===== config.mk =====
export PLATFORM = sky130hd
export DESIGN_NAME = counter_host_ctrl
export DESIGN_NICKNAME = d
export VERILOG_FILES = /design/src/rtl/counter_host_ctrl.sv
export SDC_FILE = /design/constraint.sdc
export NUM_CORES = 1
export LEC_CHECK = 0
export CAP_MARGIN = 20
export CORE_UTILIZATION = 45
export DETAILED_ROUTE_END_ITERATION = 12
export PLACE_DENSITY = 0.8
export REMOVE_ABC_BUFFERS = 1
export SLEW_MARGIN = 20
export SYNTH_ARGS = -nofsm -noshare
export SYNTH_HDL_FRONTEND = slang
export SYNTH_SLANG_ARGS = --single-unit

===== constraint.sdc =====
create_clock -name clk -period 1.93 [get_ports clk]
set_clock_uncertainty 0.1 [all_clocks]
set_input_delay 0.2895 -clock clk [delete_from_list [all_inputs] [get_ports clk]]
set_output_delay 0.2895 -clock clk [all_outputs]
set_load 0.1 [all_outputs]

===== src/rtl/counter_host_ctrl.sv =====
// Host-side sequencer for an 8-bit loadable counter: preload, free-run N cycles,
// read back and compare against V+N+1, keeping a saturating mismatch tally.
module counter_host_ctrl #(
    parameter int WIDTH = 8,
    parameter int RUN_W = 8
) (
    input  logic             clk,
    input  logic             rst_n,
    input  logic             start,
    input  logic [WIDTH-1:0] cmd_load_val,
    input  logic [RUN_W-1:0] cmd_run_cycles,
    output logic             load_e,
    output logic             out_e,
    output logic [WIDTH-1:0] load_val,
    input  logic [WIDTH-1:0] cnt_data,
    output logic             busy,
    output logic             done,
    output logic [WIDTH-1:0] result,
    output logic             mismatch,
    output logic [7:0]       mismatch_cnt
);

    typedef enum logic [2:0] {
        IDLE,
        LOAD,
        RUN,
        READ,
        CAPT
    } state_t;

    state_t           r_state;
    state_t           w_state_nx;
    logic [RUN_W-1:0] r_run;
    logic [WIDTH-1:0] r_expected;
    logic             w_accept;
    logic             w_mismatch;

    assign w_accept   = (r_state == IDLE) && start;
    assign w_mismatch = (cnt_data != r_expected);

    always_ff @(posedge clk or negedge rst_n) begin
        if (!rst_n) begin
            r_state <= IDLE;
        end else begin
            r_state <= w_state_nx;
        end
    end

    always_comb begin
        w_state_nx = r_state;
        case (r_state)
            IDLE: if (start) w_state_nx = LOAD;
            LOAD: w_state_nx = (r_run == '0) ? READ : RUN;
            RUN:  if (r_run == RUN_W'(1)) w_state_nx = READ;
            READ: w_state_nx = CAPT;
            CAPT: w_state_nx = IDLE;
            default: w_state_nx = IDLE;
        endcase
    end

    // The reference is fixed at acceptance so later command inputs are don't-care.
    always_ff @(posedge clk or negedge rst_n) begin
        if (!rst_n) begin
            load_val   <= '0;
            r_run      <= '0;
            r_expected <= '0;
        end else if (w_accept) begin
            load_val   <= cmd_load_val;
            r_run      <= cmd_run_cycles;
            r_expected <= cmd_load_val + WIDTH'(cmd_run_cycles) + WIDTH'(1);
        end else if (r_state == RUN) begin
            r_run <= r_run - RUN_W'(1);
        end
    end

    // Strobes are decoded from the next state so they line up with the state they belong to.
    always_ff @(posedge clk or negedge rst_n) begin
        if (!rst_n) begin
            load_e <= 1'b0;
            out_e  <= 1'b0;
            busy   <= 1'b0;
            done   <= 1'b0;
        end else begin
            load_e <= (w_state_nx == LOAD);
            out_e  <= (w_state_nx == READ) || (w_state_nx == CAPT);
            busy   <= (w_state_nx != IDLE);
            done   <= (r_state == CAPT);
        end
    end

    always_ff @(posedge clk or negedge rst_n) begin
        if (!rst_n) begin
            result       <= '0;
            mismatch     <= 1'b0;
            mismatch_cnt <= '0;
        end else if (r_state == CAPT) begin
            result   <= cnt_data;
            mismatch <= w_mismatch;
            if (w_mismatch && (mismatch_cnt != 8'hFF)) begin
                mismatch_cnt <= mismatch_cnt + 8'd1;
            end
        end
    end

endmodule


# Word-level counts from Yosys, hierarchy flattened

Cells that the tools add are included.

Bits of input ports: 27
Output and inout bits: 29
Bits in registers: 48
Logic and storage cells: 39

Reduce and logical (&&, ||, !) cells: 8
Multiplexer cells: 6
Add/sub/neg operators: 4
Equality and inequality tests: 10

Operator list:

| operator                                                               | number |
|---|---|
| 8-bit by 1-bit adder with 8-bit output (second input constant)         | 2 |
| 8-bit two-way mux                                                      | 2 |
| 3-bit case mux with 4 select lines                                     | 1 |
| 3-bit by 2-bit equality test with 1-bit output (second input constant) | 3 |
| 8-bit adder                                                            | 1 |
| 8-bit by 1-bit equality test with 1-bit output (second input constant) | 1 |
| 8-bit logical NOT                                                      | 1 |
| 8-bit != test                                                          | 1 |
| 8-bit != test (second input constant)                                  | 1 |
| 8-bit by 1-bit subtractor with 8-bit output (second input constant)    | 1 |
| 3-bit by 1-bit equality test with 1-bit output (second input constant) | 2 |
| 3-bit equality test (second input constant)                            | 2 |
| 3-bit two-way mux                                                      | 2 |
| 3-bit logical NOT                                                      | 1 |
| 3-bit nonzero test                                                     | 1 |
| 1-bit logical AND                                                      | 2 |
| 2-bit AND reduction                                                    | 1 |
| 2-bit nonzero test                                                     | 1 |
| 1-bit logical OR                                                       | 1 |
| 1-bit two-way mux                                                      | 1 |

# Depth between registers and ports, before layout

Gate-level depths: netlist (run 1).

Depth after elaboration: 5
Gate-level depth with buffers: 9
Mapped depth without buffers: 9

# Least setup slack after synthesis (run 1)

OpenSTA, ideal clock, no wires.

Path type: reg2reg
From: reg mismatch_cnt[0]
To: reg mismatch_cnt[1]
Path buffers: 0
Arrival time: 1,986 ps
Stages on the path, launching flop included: 6
Path slack: -282 ps
Period minus slack after synthesis: 2,212 ps
Cell sequence: dfrtp_1 ha_1 nand3_1 o21ai_1 nor2_1 mux2_2

Longest elaborated chain between the ends: 3

Ends and longest elaborated chain:

| item                                                                           | RTL line | source |
|---|---|---|
| from (decl)                                                                    | 20       | `output logic [7:0] mismatch_cnt` |
| from (signal assigned)                                                         | 100      | `mismatch_cnt <= mismatch_cnt + 8'd1;` |
| branches (longest 3 deep; another with 8-bit by 1-bit adder with 8-bit output) | --       |  |

Several ways; the timed one is not identified.
A chain may end at the register's enable or synchronous reset.

# Worst setup path in the final report (run 1)

From: reg r_state[0]
To: reg r_run[2]

Longest elaborated chain between the ends: 3

Ends and longest elaborated chain:

| item                                                    | RTL line | source |
|---|---|---|
| from (decl)                                             | 31       | `state_t r_state;` |
| from (signal assigned)                                  | 45       | `r_state <= w_state_nx;` |
| 3-bit logical NOT                                       | 38       | `assign w_accept = (r_state == IDLE) && start;` |
| 1-bit logical AND                                       | 38       |  |
| 8-bit two-way mux or 2-bit nonzero test (tied branches) | --       |  |
| to (signal assigned)                                    | 69       | `r_run <= cmd_run_cycles;` |
| to (signal assigned)                                    | 72       | `r_run <= r_run - RUN_W'(1);` |
| to (decl)                                               | 33       | `logic [RUN_W-1:0] r_run;` |

Several ways; a longest one is shown, not always the timed one.

==> results.py, run 1 <==
metrics = {
    "synth": {
        "synth_mux_area_share_pct": 4.71,
        "syn_area_per_cell_sq_um": 10.2,
        "synth_cell_types": 40,
        "synth_xor_area_share_pct": 8.43,
        "synth_seq_cells": 48,
        "synthCells": 235,
        "synth-simple-area-share_pct": 17.7,
        "yosysWarnings": 0,
        "synth_top_family_by_area": "simple AND/OR/NAND/NOR gates",
        "syn-cell-area_sq_mm": 0.00239,
        "synth-adder-area-share_pct": 6.08,
        "yosysSeqAreaShare_pct": 50.3,
        "synth_compound_area_share_pct": 8.75,
    },
    "worst_setup_path": {
        "worstPathRequired_ns": 2.03,
        "cp.arrival_ns": 1.96,
        "crit_type": "register to register",
        "crit_path_start_kind": "register",
        "end_kind": "register",
        "worstPathMaxFanout": 7,
    },
    "sta": {
        "period_share_pct": 96.5,
        "fin_crit_ns": 1.86,
        "rsz0062_at_grt": "true",
        "clock.fmax_mhz": 537,
        "timing_worst_slew_pin_value_ns": 0.586,
        "maxSlewHeadroom_pct": 60.9,
        "finalMaxSlewViolations": 0,
        "setup_violations": 0,
        "hold_violations": 0,
        "fin_setup_tns_ns": 0,
    },
    "pwr": {
        "peakVddDrop_v": 0.000807,
        "p_leak_uw": 0.00152,
        "power.density_mw_per_mm2": 1750,
        "finalPower_uw": 5770,
    },
    "drt": {
        "avgRoutedWirePerCell_um": 13.5,
        "ant_nets": 0,
        "drc": 0,
        "first_pass_iters": 4,
        "drt_iter0_drc": 69,
        "routed_wl_um": 5180,
        "vias": 1930,
        "viasPerCell": 5.04,
    },
    "cells_and_area": {
        "most-common-layout-cells": "nand2_1, dfrtp_1, buf_4",
        "final_cells": 383,
        "nNetsFinal": 350,
        "syn_to_final_growth_pct": 38.2,
        "diodes": 0,
        "drive_above_1_share_pct": 26.5,
    },
    "cts": {
        "htree_levels": 2,
        "root_buffer": "clkbuf_8",
        "cts_tree": "done",
        "clock-sinks": 48,
        "cts_buffer_depth": 2,
        "cts_buffers": 5,
        "clkLatencyLatePin_ns": 0.31,
        "clkTransAtPathRegs_ns": 0.09,
    },
    "floorplan": {
        "start_util_pct": 46.8,
        "coreArea_sq_mm": 0.00511,
        "rows": 26,
        "die-area_sq_mm": 0.00560,
        "die_w_um": 74.9,
        "io_pins": 56,
        "die_y_um": 74.9,
    },
    "placed_design": {
        "placed_cells": 371,
        "routabilityCongestion": 0.792,
        "port_buffers": 55,
        "hpwl_um": 3720,
    },
    "flow_run": {
        "drv_cap": 0,
    },
    "global_routing": {
        "grtUsageMet3_pct": 4.69,
        "grt_pass1_vias": 1851,
        "grt_pass1_wl_um": 8180,
        "grt-busiest-layer": "met2",
        "grt_use_met2_pct": 33.7,
        "use_met1_pct": 23.2,
        "grt_max_degree": 49,
        "grt.total_usage_pct": 19.5,
        "antenna_found_initial": 0,
        "grt-ovfl-total": 0,
    },
    "run_status": {
        "outcome": "finished clean",
    },
    "hold_path": {
        "min_path_type": "input pin to register",
    },
}
[kinds of logic after synthesis]
kind of cell	Yosys count
AOI/OAI and AO/OA	36
adders and majority gates	11
muxes	10
xor gates and xnor gates	23
buffers and inverters	19
and+or+nand+nor	88
DFF	48
[final timing paths]
path | from | cells past startpoint | slack [ns] | to
max | r_state[0] | 6 | 0.07 | r_run[2]
min | cmd_load_val[0] | 3 | 0.22 | load_val[0]
max reg2reg | r_state[0] | 6 | 0.07 | r_run[2]
min reg2reg | load_val[3] | 2 | 0.39 | load_val[3]
max in group asynchronous | rst_n | 3 | 0.80 | r_state[0]
min in group asynchronous | rst_n | 3 | 0.50 | done
[sequential cells by signal (all words and copies together), names as in the netlist]
signal,count
r_expected,8
r_state,3
mismatch,1
out_e,1
busy,1
result,8
mismatch_cnt,8
done,1
load_e,1
load_val,8
r_run,8
[critical path, cell delays in order, from the launching register on]
cell and delay (ns):
dfrtp_2 0.46, or4b_4 0.52, clkinv_4 0.07, nor2_2 0.04, o21bai_1 0.16, a222oi_1 0.35, inv_1 0.07
[cell usage after synthesis]
| cell | number | share of area (%) |
|---|---|---|
| or4b_4 | 1 | 0.58 |
| nor3b_2 | 1 | 0.52 |
| a222oi_1 | 1 | 0.42 |
| a21oi_1 | 10 | 2.1 |
| dfrtp_1 | 48 | 50 |
| nand4_1 | 4 | 1.0 |
| nor3b_1 | 1 | 0.31 |
| nor3_1 | 5 | 1.0 |
| nor4b_1 | 1 | 0.37 |
| o311ai_0 | 1 | 0.37 |
| fa_1 | 1 | 0.84 |
| o21bai_1 | 2 | 0.63 |
| clkinv_4 | 1 | 0.37 |
| nor2_1 | 12 | 1.9 |
| o21ai_0 | 15 | 3.1 |
| xnor2_1 | 17 | 6.2 |
| nor4_1 | 3 | 0.79 |
| buf_6 | 2 | 0.94 |
| a221o_1 | 1 | 0.42 |
| buf_2 | 2 | 0.42 |
| nand3_1 | 4 | 0.84 |
| or3b_2 | 1 | 0.37 |
| a31oi_1 | 1 | 0.26 |
| nor2_2 | 1 | 0.26 |
| ha_1 | 10 | 5.2 |
| nand2b_1 | 1 | 0.26 |
| or3b_1 | 1 | 0.37 |
| or4_1 | 1 | 0.31 |
| o21ai_1 | 2 | 0.42 |
| nand4b_1 | 1 | 0.37 |
| o311ai_1 | 1 | 0.37 |
| nand2_1 | 47 | 7.4 |
| mux2_2 | 10 | 4.7 |
| a22oi_1 | 1 | 0.31 |
| nand3b_1 | 3 | 0.94 |
| clkbuf_1 | 4 | 0.63 |
| xor2_1 | 6 | 2.2 |
| inv_1 | 9 | 1.4 |
| buf_4 | 1 | 0.31 |
| o211ai_1 | 1 | 0.31 |
[report_power, final]
part	switching (uW)	internal, uW	leakage [uW]	total, uW
Clock	347	290	0.0000434	637
Combinational	2370	1050	0.000889	3420
Sequential	304	1410	0.000589	1710
[cell type report]
type | instances | area, sq um
Clock buffer | 6 | 82.6
Clock inverter | 2 | 15.0
Fill cell | 401 | 1810
Inverter | 10 | 42.5
Multi-Input combinational cell | 168 | 1120
Sequential cell | 48 | 1200
Tap cell | 70 | 87.6
Timing Repair Buffer | 79 | 748
[through the flow]
step	area, sq um	worst slack [ns]	utilization [%]	hold WS [ns]
finish	3300	0.0671	64.6	0.222
global placement	3130	-0.378	61.3	0.317
floorplan	2330	-0.300	-	-0.106
global route	3300	-0.0141	64.6	0.222
detailed placement	3130	-0.467	61.3	0.317
CTS	3260	0.00337	63.9	0.298
[layer usage]
layer	wire length (um)	vias up
met3	210	10
met5	0	-
met2	2630	43
li1	-	962
met1	2240	915
met4	97	0
[repair_timing]
| action | CTS | global route |
|---|---|---|
| hold endpoints to repair | 48 | 0 |
| setup endpoints to repair | 1 | 4 |
| hold buffers | 1 | 0 |
| resized for setup | 6 | 8 |
| pin swaps | 3 | 8 |
| setup buffers | 2 | 1 |
(Power assumes the default switching activity.)
==> run 2: changes to the inputs <==
--- a/config.mk
+++ b/config.mk
@@ -5,6 +5,7 @@
 export SDC_FILE = /design/constraint.sdc
 export NUM_CORES = 1
 export LEC_CHECK = 0
+export ABC_CLOCK_PERIOD_IN_PS = 1930
 export CAP_MARGIN = 20
 export CORE_UTILIZATION = 45
 export DETAILED_ROUTE_END_ITERATION = 12
==> results of run 2 <==
Same layout as run 1: the final DEF is identical, and so are final timing and power.
==> run 3: changes to the inputs <==
--- a/config.mk
+++ b/config.mk
@@ -11,6 +11,7 @@
 export DETAILED_ROUTE_END_ITERATION = 12
 export PLACE_DENSITY = 0.8
 export REMOVE_ABC_BUFFERS = 1
+export SKIP_CTS_REPAIR_TIMING = 1
 export SLEW_MARGIN = 20
 export SYNTH_ARGS = -nofsm -noshare
 export SYNTH_HDL_FRONTEND = slang
==> results.py, run 3 (synthesis results as in run 1) <==
metrics = {
    "sta": {
        "fin_crit_ns": 1.92,
        "finalMaxSlewViolations": 0,
        "timing_worst_slew_pin_value_ns": 0.593,
        "rsz0062_at_grt": "true",
        "setup_violations": 0,
        "clock.fmax_mhz": 520,
        "hold_violations": 48,
        "hold_ws_ns": -0.0290,
        "maxSlewHeadroom_pct": 60.4,
        "period_share_pct": 99.6,
    },
    "global_routing": {
        "grt-ovfl-total": 0,
        "antenna_found_initial": 0,
        "grt_pass1_wl_um": 8000,
        "grt_pass1_vias": 1826,
        "grt_max_degree": 49,
        "grt.total_usage_pct": 19.0,
    },
    "cells_and_area": {
        "nFillCells": 401,
        "most-common-layout-cells": "nand2_1, dfrtp_1, buf_4",
        "drive_above_1_share_pct": 26.4,
        "diodes": 0,
        "nNetsFinal": 348,
        "syn_to_final_growth_pct": 36.7,
    },
    "cts": {
        "clock-sinks": 48,
        "root_buffer": "clkbuf_8",
        "htree_levels": 2,
        "cts_buffer_depth": 2,
        "cts_buffers": 5,
        "clkLatencyLatePin_ns": 0.30,
        "clkTransAtPathRegs_ns": 0.08,
        "cts_tree": "done",
    },
    "floorplan": {
        "die-area_sq_mm": 0.00560,
        "die_y_um": 74.9,
        "start_util_pct": 46.8,
        "coreArea_sq_mm": 0.00511,
        "die_w_um": 74.9,
        "rows": 26,
        "io_pins": 56,
    },
    "worst_setup_path": {
        "r2r_start": "r_state[0]",
        "r2r-end": "r_run[2]",
        "r2r_slack_ns": 0.07,
        "worstPathRequired_ns": 2.02,
        "cpPeakStageDelay_ns": 0.41,
        "worstPathMaxFanout": 2,
        "cp.arrival_ns": 2.01,
        "end_kind": "register",
        "ff2ff_path_depth": 6,
        "crit_type": "input pin to register",
        "crit_path_start_kind": "input pin",
        "crit_top_cell": "a21oi_2",
        "slowest_stage": "clkdlybuf4s50_1",
        "path_cells": "clkdlybuf4s50_1 > inv_2 > ha_2 > inv_1 > fa_2 > a21oi_2 > o21ai_2 > a21oi_2 > xor2_1 > o21ai_1",
    },
    "drt": {
        "first_pass_iters": 4,
        "drc": 0,
        "routed_wl_um": 5040,
        "vias": 1913,
        "viasPerCell": 5.02,
        "ant_nets": 0,
        "drt_iter0_drc": 47,
        "avgRoutedWirePerCell_um": 13.2,
    },
    "pwr": {
        "peakVddDrop_v": 0.000807,
        "power.density_mw_per_mm2": 1760,
        "finalPower_uw": 5750,
        "p_leak_uw": 0.00151,
    },
    "hold_path": {
        "min_path_type": "input pin to asynchronous set/reset pin",
    },
    "placed_design": {
        "hpwl_um": 3720,
        "routabilityCongestion": 0.792,
        "port_buffers": 55,
    },
    "run_status": {
        "violations": "hold timing",
        "outcome": "finished, violations left",
    },
    "flow_run": {
        "drv_cap": 0,
    },
}
## run 3: cell count changes in the layout (fill, tap and decap cells not counted), sizes merged
cell           before  now
buf                53   52
dlygate4sd3         1    0
clkdlybuf4s50      23   24
dlygate4sd2         1    0
## run 3: area by class of cell
cell class	instances	area, sq um	share of cell area (%)
Clock inverter	2	15.0	0.460
Tap cell	70	87.6	2.68
Clock buffer	6	82.6	2.53
Timing Repair Buffer	77	728	22.3
Sequential cell	48	1200	36.8
Inverter	10	42.5	1.30
Multi-Input combinational cell	168	1110	33.9
## run 3: worst max-delay path by stage
stage | startpoint | endpoint | slack, ns
6_report | cmd_load_val[0] | r_expected[6] | 0.007
4_1_cts | cmd_run_cycles[0] | r_expected[6] | -0.15
3_5_place_dp | cmd_run_cycles[0] | r_expected[6] | -0.47
5_1_grt | cmd_load_val[0] | r_expected[6] | -0.1
3_3_place_gp | cmd_run_cycles[0] | r_expected[6] | -0.38
2_1_floorplan | mismatch_cnt[0] | mismatch_cnt[2] | -0.30
## run 3: critical path: cells and delay by family
family,cells,cell delay [ns]
buffers and inverters,3,0.53
adders and majority gates,2,0.52
AOI/OAI and AO/OA,4,0.49
xor gates and xnor gates,1,0.16
## run 3: through the flow
stage                     instance area, sq um  utilization, %  setup slack (ns)  TNS [ns]  std cells
after floorplan                           2330               -            -0.300     -1.85        226
after global placement                    3130            61.3            -0.378     -1.63        371
after detailed placement                  3130            61.3            -0.467     -2.36        371
after CTS                                 3230            63.2            -0.146    -0.146        379
after global routing                      3260            63.9           -0.0951    -0.141        381
final                                     3260            63.9           0.00710         0        381
## run 3: routing by layer
| metal | wire (um) | GRT usage [%] | up-vias | share of wire [%] |
|---|---|---|---|---|
| met3 | 211 | 4.69 | 8 | 4.2 |
| li1 | - | - | 958 | - |
| met2 | 2610 | 32.9 | 45 | 52 |
| met4 | 76 | 7.97 | 0 | 1.5 |
| met5 | 0 | 0 | - | 0 |
| met1 | 2150 | 22.6 | 902 | 43 |
## run 3: power by group
part	switching (uW)	internal, uW
registers	305	1410
logic	2360	1040
clock network	343	290
